==> src/rtl/hci_mon_if.sv <==
// Observation bundle for the HCI target-port handshake: one bit per channel for each signal.
// The master side drives the bundle and the latency monitor observes it through the slave side.
interface hci_mon_if #(
  parameter int N_CH = 4
);
  logic [N_CH-1:0] req;
  logic [N_CH-1:0] gnt;
  logic [N_CH-1:0] wen;
  logic [N_CH-1:0] r_valid;

  modport master (output req, gnt, wen, r_valid);
  modport slave  (input  req, gnt, wen, r_valid);
endinterface

==> src/rtl/hci_latency_monitor.sv <==
// Per-channel HCI latency monitor: timestamps request starts, tracks in-order reads in a small FIFO
// and accumulates count/sum/min/max latency. Purely observational; it drives nothing back to the bus.
module hci_latency_monitor #(
  parameter  int N_CH        = 4,
  parameter  int MAX_OUTST   = 4,
  parameter  int TS_W        = 16,
  parameter  int CNT_W       = 32,
  parameter  int MEAS_WRITES = 1,
  localparam int OW          = $clog2(MAX_OUTST + 1)
) (
  input  logic                       clk,
  input  logic                       rst,
  input  logic                       clear_i,
  input  logic                       enable_i,
  hci_mon_if.slave                   hci,
  output logic [N_CH-1:0][CNT_W-1:0] txn_cnt_o,
  output logic [N_CH-1:0][CNT_W-1:0] lat_sum_o,
  output logic [N_CH-1:0][TS_W-1:0]  lat_min_o,
  output logic [N_CH-1:0][TS_W-1:0]  lat_max_o,
  output logic [N_CH-1:0][OW-1:0]    outst_o,
  output logic [N_CH-1:0]            err_ovf_o,
  output logic [N_CH-1:0]            err_unexp_o,
  output logic [N_CH-1:0]            sat_o
);
  localparam int PW = (MAX_OUTST > 1) ? $clog2(MAX_OUTST) : 1;
  // Sum is formed wide enough that two max-width latencies can never wrap before the saturation test.
  localparam int SW = ((CNT_W > TS_W) ? CNT_W : TS_W) + 2;

  logic [TS_W-1:0] ts;

  always_ff @(posedge clk or posedge rst) begin
    if (rst) ts <= '0;
    else     ts <= ts + TS_W'(1);
  end

  for (genvar c = 0; c < N_CH; c++) begin : g_ch
    logic [TS_W-1:0]  t0, start_ts, head, lat_w, lat_r, min_nx, max_nx;
    logic             pend, wr_done, rd_gnt, pop, push, full, empty, smp_w, smp_r;
    logic             cnt_sat, sum_sat;
    logic [TS_W-1:0]  fifo [MAX_OUTST];
    logic [PW-1:0]    rd_ptr, wr_ptr;
    logic [OW-1:0]    count;
    logic [CNT_W+1:0] cnt_ext;
    logic [SW-1:0]    sum_ext;
    logic [CNT_W-1:0] cnt_q, sum_q;
    logic [TS_W-1:0]  min_q, max_q;
    logic             ovf_q, unexp_q, sat_q;

    always_comb begin
      start_ts = pend ? t0 : ts;
      wr_done  = hci.req[c] & hci.gnt[c] & ~hci.wen[c];
      rd_gnt   = hci.req[c] & hci.gnt[c] &  hci.wen[c];
      empty    = (count == '0);
      full     = (count == OW'(MAX_OUTST));
      // Pop before push: a full FIFO still accepts a grant when a response leaves in the same cycle.
      pop      = hci.r_valid[c] & ~empty;
      push     = rd_gnt & (~full | pop);
      head     = fifo[rd_ptr];
      lat_w    = ts - start_ts + TS_W'(1);
      lat_r    = ts - head + TS_W'(1);
      smp_w    = enable_i & wr_done & (MEAS_WRITES != 0);
      smp_r    = enable_i & pop;
      cnt_ext  = (CNT_W+2)'(cnt_q) + (CNT_W+2)'(smp_w) + (CNT_W+2)'(smp_r);
      sum_ext  = SW'(sum_q) + (smp_w ? SW'(lat_w) : '0) + (smp_r ? SW'(lat_r) : '0);
      cnt_sat  = (cnt_ext[CNT_W+1:CNT_W] != '0);
      sum_sat  = (sum_ext[SW-1:CNT_W] != '0);
      // NOTE: blocking assignments here chain the two candidate samples in one pass; safe only in comb logic.
      min_nx   = min_q;
      max_nx   = max_q;
      if (smp_w && lat_w < min_nx) min_nx = lat_w;
      if (smp_r && lat_r < min_nx) min_nx = lat_r;
      if (smp_w && lat_w > max_nx) max_nx = lat_w;
      if (smp_r && lat_r > max_nx) max_nx = lat_r;
    end

    // NOTE: non-blocking assignments for all state so every register sees pre-edge values.
    always_ff @(posedge clk or posedge rst) begin
      if (rst) begin
        pend   <= 1'b0;
        t0     <= '0;
        rd_ptr <= '0;
        wr_ptr <= '0;
        count  <= '0;
      end else begin
        if (!hci.req[c] || hci.gnt[c]) begin
          pend <= 1'b0;
        end else if (!pend) begin
          pend <= 1'b1;
          t0   <= ts;
        end
        if (pop)  rd_ptr <= (rd_ptr == PW'(MAX_OUTST - 1)) ? '0 : rd_ptr + PW'(1);
        if (push) wr_ptr <= (wr_ptr == PW'(MAX_OUTST - 1)) ? '0 : wr_ptr + PW'(1);
        if (push && !pop)      count <= count + OW'(1);
        else if (pop && !push) count <= count - OW'(1);
      end
    end

    // NOTE: timestamp storage has no reset; occupancy and pointers alone decide which entries are valid.
    always_ff @(posedge clk) begin
      if (push) fifo[wr_ptr] <= start_ts;
    end

    always_ff @(posedge clk or posedge rst) begin
      if (rst) begin
        cnt_q   <= '0;
        sum_q   <= '0;
        min_q   <= '1;
        max_q   <= '0;
        ovf_q   <= 1'b0;
        unexp_q <= 1'b0;
        sat_q   <= 1'b0;
      end else if (clear_i) begin
        cnt_q   <= '0;
        sum_q   <= '0;
        min_q   <= '1;
        max_q   <= '0;
        ovf_q   <= 1'b0;
        unexp_q <= 1'b0;
        sat_q   <= 1'b0;
      end else begin
        cnt_q <= cnt_sat ? '1 : cnt_ext[CNT_W-1:0];
        sum_q <= sum_sat ? '1 : sum_ext[CNT_W-1:0];
        min_q <= min_nx;
        max_q <= max_nx;
        if (cnt_sat || sum_sat)          sat_q   <= 1'b1;
        if (rd_gnt && full && !hci.r_valid[c]) ovf_q <= 1'b1;
        if (hci.r_valid[c] && empty)     unexp_q <= 1'b1;
      end
    end

    assign txn_cnt_o[c]   = cnt_q;
    assign lat_sum_o[c]   = sum_q;
    assign lat_min_o[c]   = min_q;
    assign lat_max_o[c]   = max_q;
    assign outst_o[c]     = count;
    assign err_ovf_o[c]   = ovf_q;
    assign err_unexp_o[c] = unexp_q;
    assign sat_o[c]       = sat_q;
  end
endmodule

==> src/flat_wrapper.sv <==
// flat-port wrapper written by rule: the top's interface ports become plain ports
module hci_latency_monitor_flat 
#(
  parameter  int N_CH        = 4,
  parameter  int MAX_OUTST   = 4,
  parameter  int TS_W        = 16,
  parameter  int CNT_W       = 32,
  parameter  int MEAS_WRITES = 1,
  localparam int OW          = $clog2(MAX_OUTST + 1)
)
  (clk, rst, clear_i, enable_i, txn_cnt_o, lat_sum_o, lat_min_o, lat_max_o, outst_o, err_ovf_o, err_unexp_o, sat_o, hci_req, hci_gnt, hci_wen, hci_r_valid);
  hci_mon_if #(.N_CH(N_CH)) hci_i ();
  input  logic clk;
  input  logic rst;
  input  logic clear_i;
  input  logic enable_i;
  output logic [N_CH-1:0][CNT_W-1:0] txn_cnt_o;
  output logic [N_CH-1:0][CNT_W-1:0] lat_sum_o;
  output logic [N_CH-1:0][TS_W-1:0] lat_min_o;
  output logic [N_CH-1:0][TS_W-1:0] lat_max_o;
  output logic [N_CH-1:0][OW-1:0] outst_o;
  output logic [N_CH-1:0] err_ovf_o;
  output logic [N_CH-1:0] err_unexp_o;
  output logic [N_CH-1:0] sat_o;
  input wire logic [$bits(hci_i.req)-1:0] hci_req;
  input wire logic [$bits(hci_i.gnt)-1:0] hci_gnt;
  input wire logic [$bits(hci_i.wen)-1:0] hci_wen;
  input wire logic [$bits(hci_i.r_valid)-1:0] hci_r_valid;
  assign hci_i.req = hci_req;
  assign hci_i.gnt = hci_gnt;
  assign hci_i.wen = hci_wen;
  assign hci_i.r_valid = hci_r_valid;
  hci_latency_monitor #(.N_CH(N_CH), .MAX_OUTST(MAX_OUTST), .TS_W(TS_W), .CNT_W(CNT_W), .MEAS_WRITES(MEAS_WRITES)) u_core (.clk(clk), .rst(rst), .clear_i(clear_i), .enable_i(enable_i), .hci(hci_i), .txn_cnt_o(txn_cnt_o), .lat_sum_o(lat_sum_o), .lat_min_o(lat_min_o), .lat_max_o(lat_max_o), .outst_o(outst_o), .err_ovf_o(err_ovf_o), .err_unexp_o(err_unexp_o), .sat_o(sat_o));
endmodule
==> config.mk <==
export PLATFORM = sky130hd
export DESIGN_NAME = hci_latency_monitor_flat
export DESIGN_NICKNAME = d
export VERILOG_FILES = /design/src/rtl/hci_mon_if.sv /design/src/rtl/hci_latency_monitor.sv /design/src/flat_wrapper.sv
export SDC_FILE = /design/constraint.sdc
export NUM_CORES = 2
export LEC_CHECK = 0
export CAP_MARGIN = 5
export CORE_MARGIN = 2
export CORE_UTILIZATION = 66
export DETAILED_ROUTE_END_ITERATION = 8
export DONT_BUFFER_PORTS = 1
export PLACE_DENSITY = 0.91
export SYNTH_ARGS = -nofsm -noshare
export SYNTH_HDL_FRONTEND = slang
export SYNTH_SLANG_ARGS = --single-unit
==> constraint.sdc <==
create_clock -name clk -period 20.3 [get_ports clk]
set_input_delay 4.06 -clock clk [delete_from_list [all_inputs] [get_ports clk]]
set_output_delay 4.06 -clock clk [all_outputs]
set_load 0.01 [all_outputs]
==> impl_results.md <==
* Run status: completed
* CTS buffer count at 86
* Post-CTS Setup Repair Bufs at 0
* Max Cap Viol at 0
* Seq cells post-synth at 764
* Fin cells at 6956
* Die width at 295 µm
* TritonCTS Sinks at between 700 and 800
* Yosys cell types at 106
* FP Rows at 106
* Critical path's slowest cell: dfrtp_1
* Top_reg_cell synth: dfrtp_1
* Root Driver: clkbuf_16
* Final Net Count at 6435
* YS warnings at 0
* DRT iter0 DRCs at 4271
* Clock tree buffer depth at 3
* Post-synth EDFFs at 256
* Pin slew with the least headroom to its limit at 1.31 ns
* Core area at 0.0838 mm²
* Most frequent cells in the layout: ha_1, inv_1, a21oi_1
* DR WL/cell at 23.6 µm
* Gr usage total at 37.1%
* Worst path required time at 20.78 ns
* DP Cell Count at 6796
* RSZ-0062 raised after global routing: false
* Clock slew at reported path FFs at 0.06 ns
* R2r startpoint: u_core.g_ch[2].pend
* Post-DR vias/cell at 6.74
* Drt pass-1 iters at 6
* Fin area at 0.0599 mm²
* Relative slew slack at 12.1%
* CP endpoint kind: flip-flop
* Pwr Density at 124 mW/mm²
* CP max FO at 18
* Detailed Route WL at about 160 mm
* Setup_tns at 0 ns
* Clock Skews at 0.0318 ns
* Initial antenna violation count at 0
* Hold Path Class: flip-flop to flip-flop
* GR Overflow Total at 0
* Initial Util at approximately two thirds
* Placer Congestion at 1.02
* # setup viols final at 0
* TritonCTS clock tree: done
* Final Util at 71.4%
* Hold Crit Start: u_core.g_ch[1].t0[14]
* Clk_lat worst skew at just under 0.7 ns
* Syn Nets at approximately 6.5k
* Final period utilization at 45.8%
* Seq/Total Area, Yosys at 36.6%
* Antenna Nets Post-Route at 0
* Number of port buffers at 0
* Pleak at 26.5 nW
* Maximum clock frequency at 108 MHz
* Syn Area/Cell at 9.60 µm²
* Netlist Area Pre-Place at 0.0560 mm²
* CTS Hold Bufs at 0
* WP data arrival at 9.78 ns
* Slew Limit Fails at 0
* Final Hold Viols at 0
* Biggest cell delay along the critical path at 1.07 ns
* Crit path top cell by count: ha_1
* CTS H-tree depth at 3
* Critical Path Start: u_core.g_ch[2].pend
* Maximum number of pins on one net before global-route repair at around 360
* Post-DP Area at around 0.057 mm²
* Post-CTS Resized at 0
* Number of diodes at 0
* Layout cell share with drive strength beyond 1 at between 8 and 9%
* Die area at 0.0871 mm²
* Async SR Flop Fraction at 66.5%
* Area delta synth->final at 6.97%
* I/O Pins at 428
* First-pass GRT wire length at 256 mm
* HPWL Detailed at 116 mm
* Remaining DRCs at 0
* Minimum clock period at 9.30 ns
* Commonest non-fill, non-tap cell in the layout: ha_1
* Worst IR Drop VDD at 0.0999 mV
* Mapped Cells at 5831
* Vias in the first global route at 46.0k
* Startpoint types: flip-flop
* Vias post-DR at 46.9k
* Die H at 295 µm
* Critical Setup Path Class: flip-flop to flip-flop
==> power breakdown <==
| group | total, W | internal, W | switching [W] | leakage, nW |
|---|---|---|---|---|
| sequential | 0.00224 | 0.00185 | 0.000395 | 9.11 |
| clock | 0.00163 | 0.000920 | 0.000705 | 1.40 |
| combinational | 0.00357 | 0.00144 | 0.00213 | 15.9 |
==> cell type report <==
| cell class | count | area (µm²) |
|---|---|---|
| multi-input cells | 4274 | 32400 |
| fillers | 5729 | 24000 |
| flip-flops and latches | 764 | 20500 |
| clock buffers | 104 | 2250 |
| inverters | 552 | 2080 |
| well taps | 1134 | 1420 |
| clock inverters | 56 | 649 |
| repair buffers | 72 | 566 |
==> flip-flops by register name, indices dropped and copies added (netlist names) <==
signal and flops:
u_core.g_ch.wr_ptr 8, u_core.g_ch.rd_ptr 8, u_core.g_ch.min_q 64, u_core.g_ch.pend 4, u_core.g_ch.sum_q 128, u_core.g_ch.fifo 256, u_core.g_ch.count 12, u_core.g_ch.unexp_q 4
u_core.g_ch.cnt_q 128, u_core.g_ch.t0 64, u_core.g_ch.max_q 64, u_core.g_ch.ovf_q 4, u_core.ts 16, u_core.g_ch.sat_q 4
==> worst paths after layout <==
| kind | to | slack [ns] | depth (start not counted) |
|---|---|---|---|
| max | u_core.g_ch[2].max_q[3] | 11.00 | 30 |
| min | u_core.g_ch[1].t0[14] | 0.48 | 2 |
| max reg2reg | u_core.g_ch[2].max_q[3] | 11.00 | 30 |
| min reg2reg | u_core.g_ch[1].t0[14] | 0.48 | 2 |
| max in group asynchronous | u_core.g_ch[0].t0[1] | 14.93 | 3 |
| min in group asynchronous | u_core.g_ch[3].cnt_q[28] | 3.30 | 1 |
==> cell families after synthesis <==
logic type                 after synthesis  share of synthesized area (%)
AOI/OAI and AO/OA                     1411                           16.2
xor gates and xnor gates               389                           6.09
adders and majority gates              665                           15.9
buffers and inverters                  793                           5.54
DFF                                    764                           36.6
muxes                                  214                           5.32
and+or+nand+nor                       1595                           14.3
==> stage by stage <==
step | power (W) | setup slack, ns | hold slack, ns
5_1_grt | 0.00789 | 10.54 | 0.509
4_1_cts | 0.00736 | 11.35 | 0.483
6_report | 0.00744 | 11.00 | 0.483
2_1_floorplan | 0.00465 | 2.16 | 0.450
3_5_place_dp | 0.00569 | 10.69 | 0.471
3_3_place_gp | 0.00554 | 10.93 | 0.461
==> layer usage <==
layer	GRT usage, %	vias to the layer above	wire [µm]
met1	45.3	22500	60200
met2	59.8	2820	75500
li1	-	20900	-
met5	0	-	0
met4	20.1	0	9830
met3	10.5	701	18600
==> synthesized netlist by cell type (16+ instances only) <==
master,n,area (µm²)
ha_1,585,7320
inv_1,549,2060
a21oi_1,498,2490
nand2_1,446,1670
dfrtp_1,444,11100
nor2_1,303,1140
edfxtp_1,256,7690
xnor2_1,239,2090
o21ai_0,230,1150
nor3_1,181,906
clkbuf_1,178,668
xor2_1,150,1310
nand3_1,133,666
mux2i_1,121,1210
a211oi_1,115,863
a21o_1,95,713
nand4_1,84,526
fa_1,80,1600
o21a_1,69,518
and2_1,66,413
dfstp_2,64,1680
mux4_2,64,1440
a31oi_1,57,357
and3_1,57,357
nand2b_1,55,344
nor2b_1,54,338
o211ai_1,48,360
or3_1,41,257
a41oi_1,32,280
mux2_2,29,327
nor4_1,29,181
a21oi_2,27,236
buf_2,26,130
or2_2,23,144
a21boi_0,22,165
and4_1,19,166
o21bai_1,18,135
buf_1,17,63.8
o2111ai_1,17,149
a311oi_1,16,140
nand3b_1,16,120
nor3b_1,16,120
==> worst max-delay path: cells and delay by family, from the launching register on <==
family | cells | cell delay (ns)
AO/OA/AOI/OAI | 15 | 3.72
XOR/XNOR | 1 | 0.41
adder cells (fa/ha/maj) | 5 | 1.79
buffers and inverters | 2 | 0.36
flip-flops | 1 | 1.07
multiplexers | 1 | 0.30
AND/OR/NAND/NOR | 6 | 1.43
(Power assumes the default switching activity.)
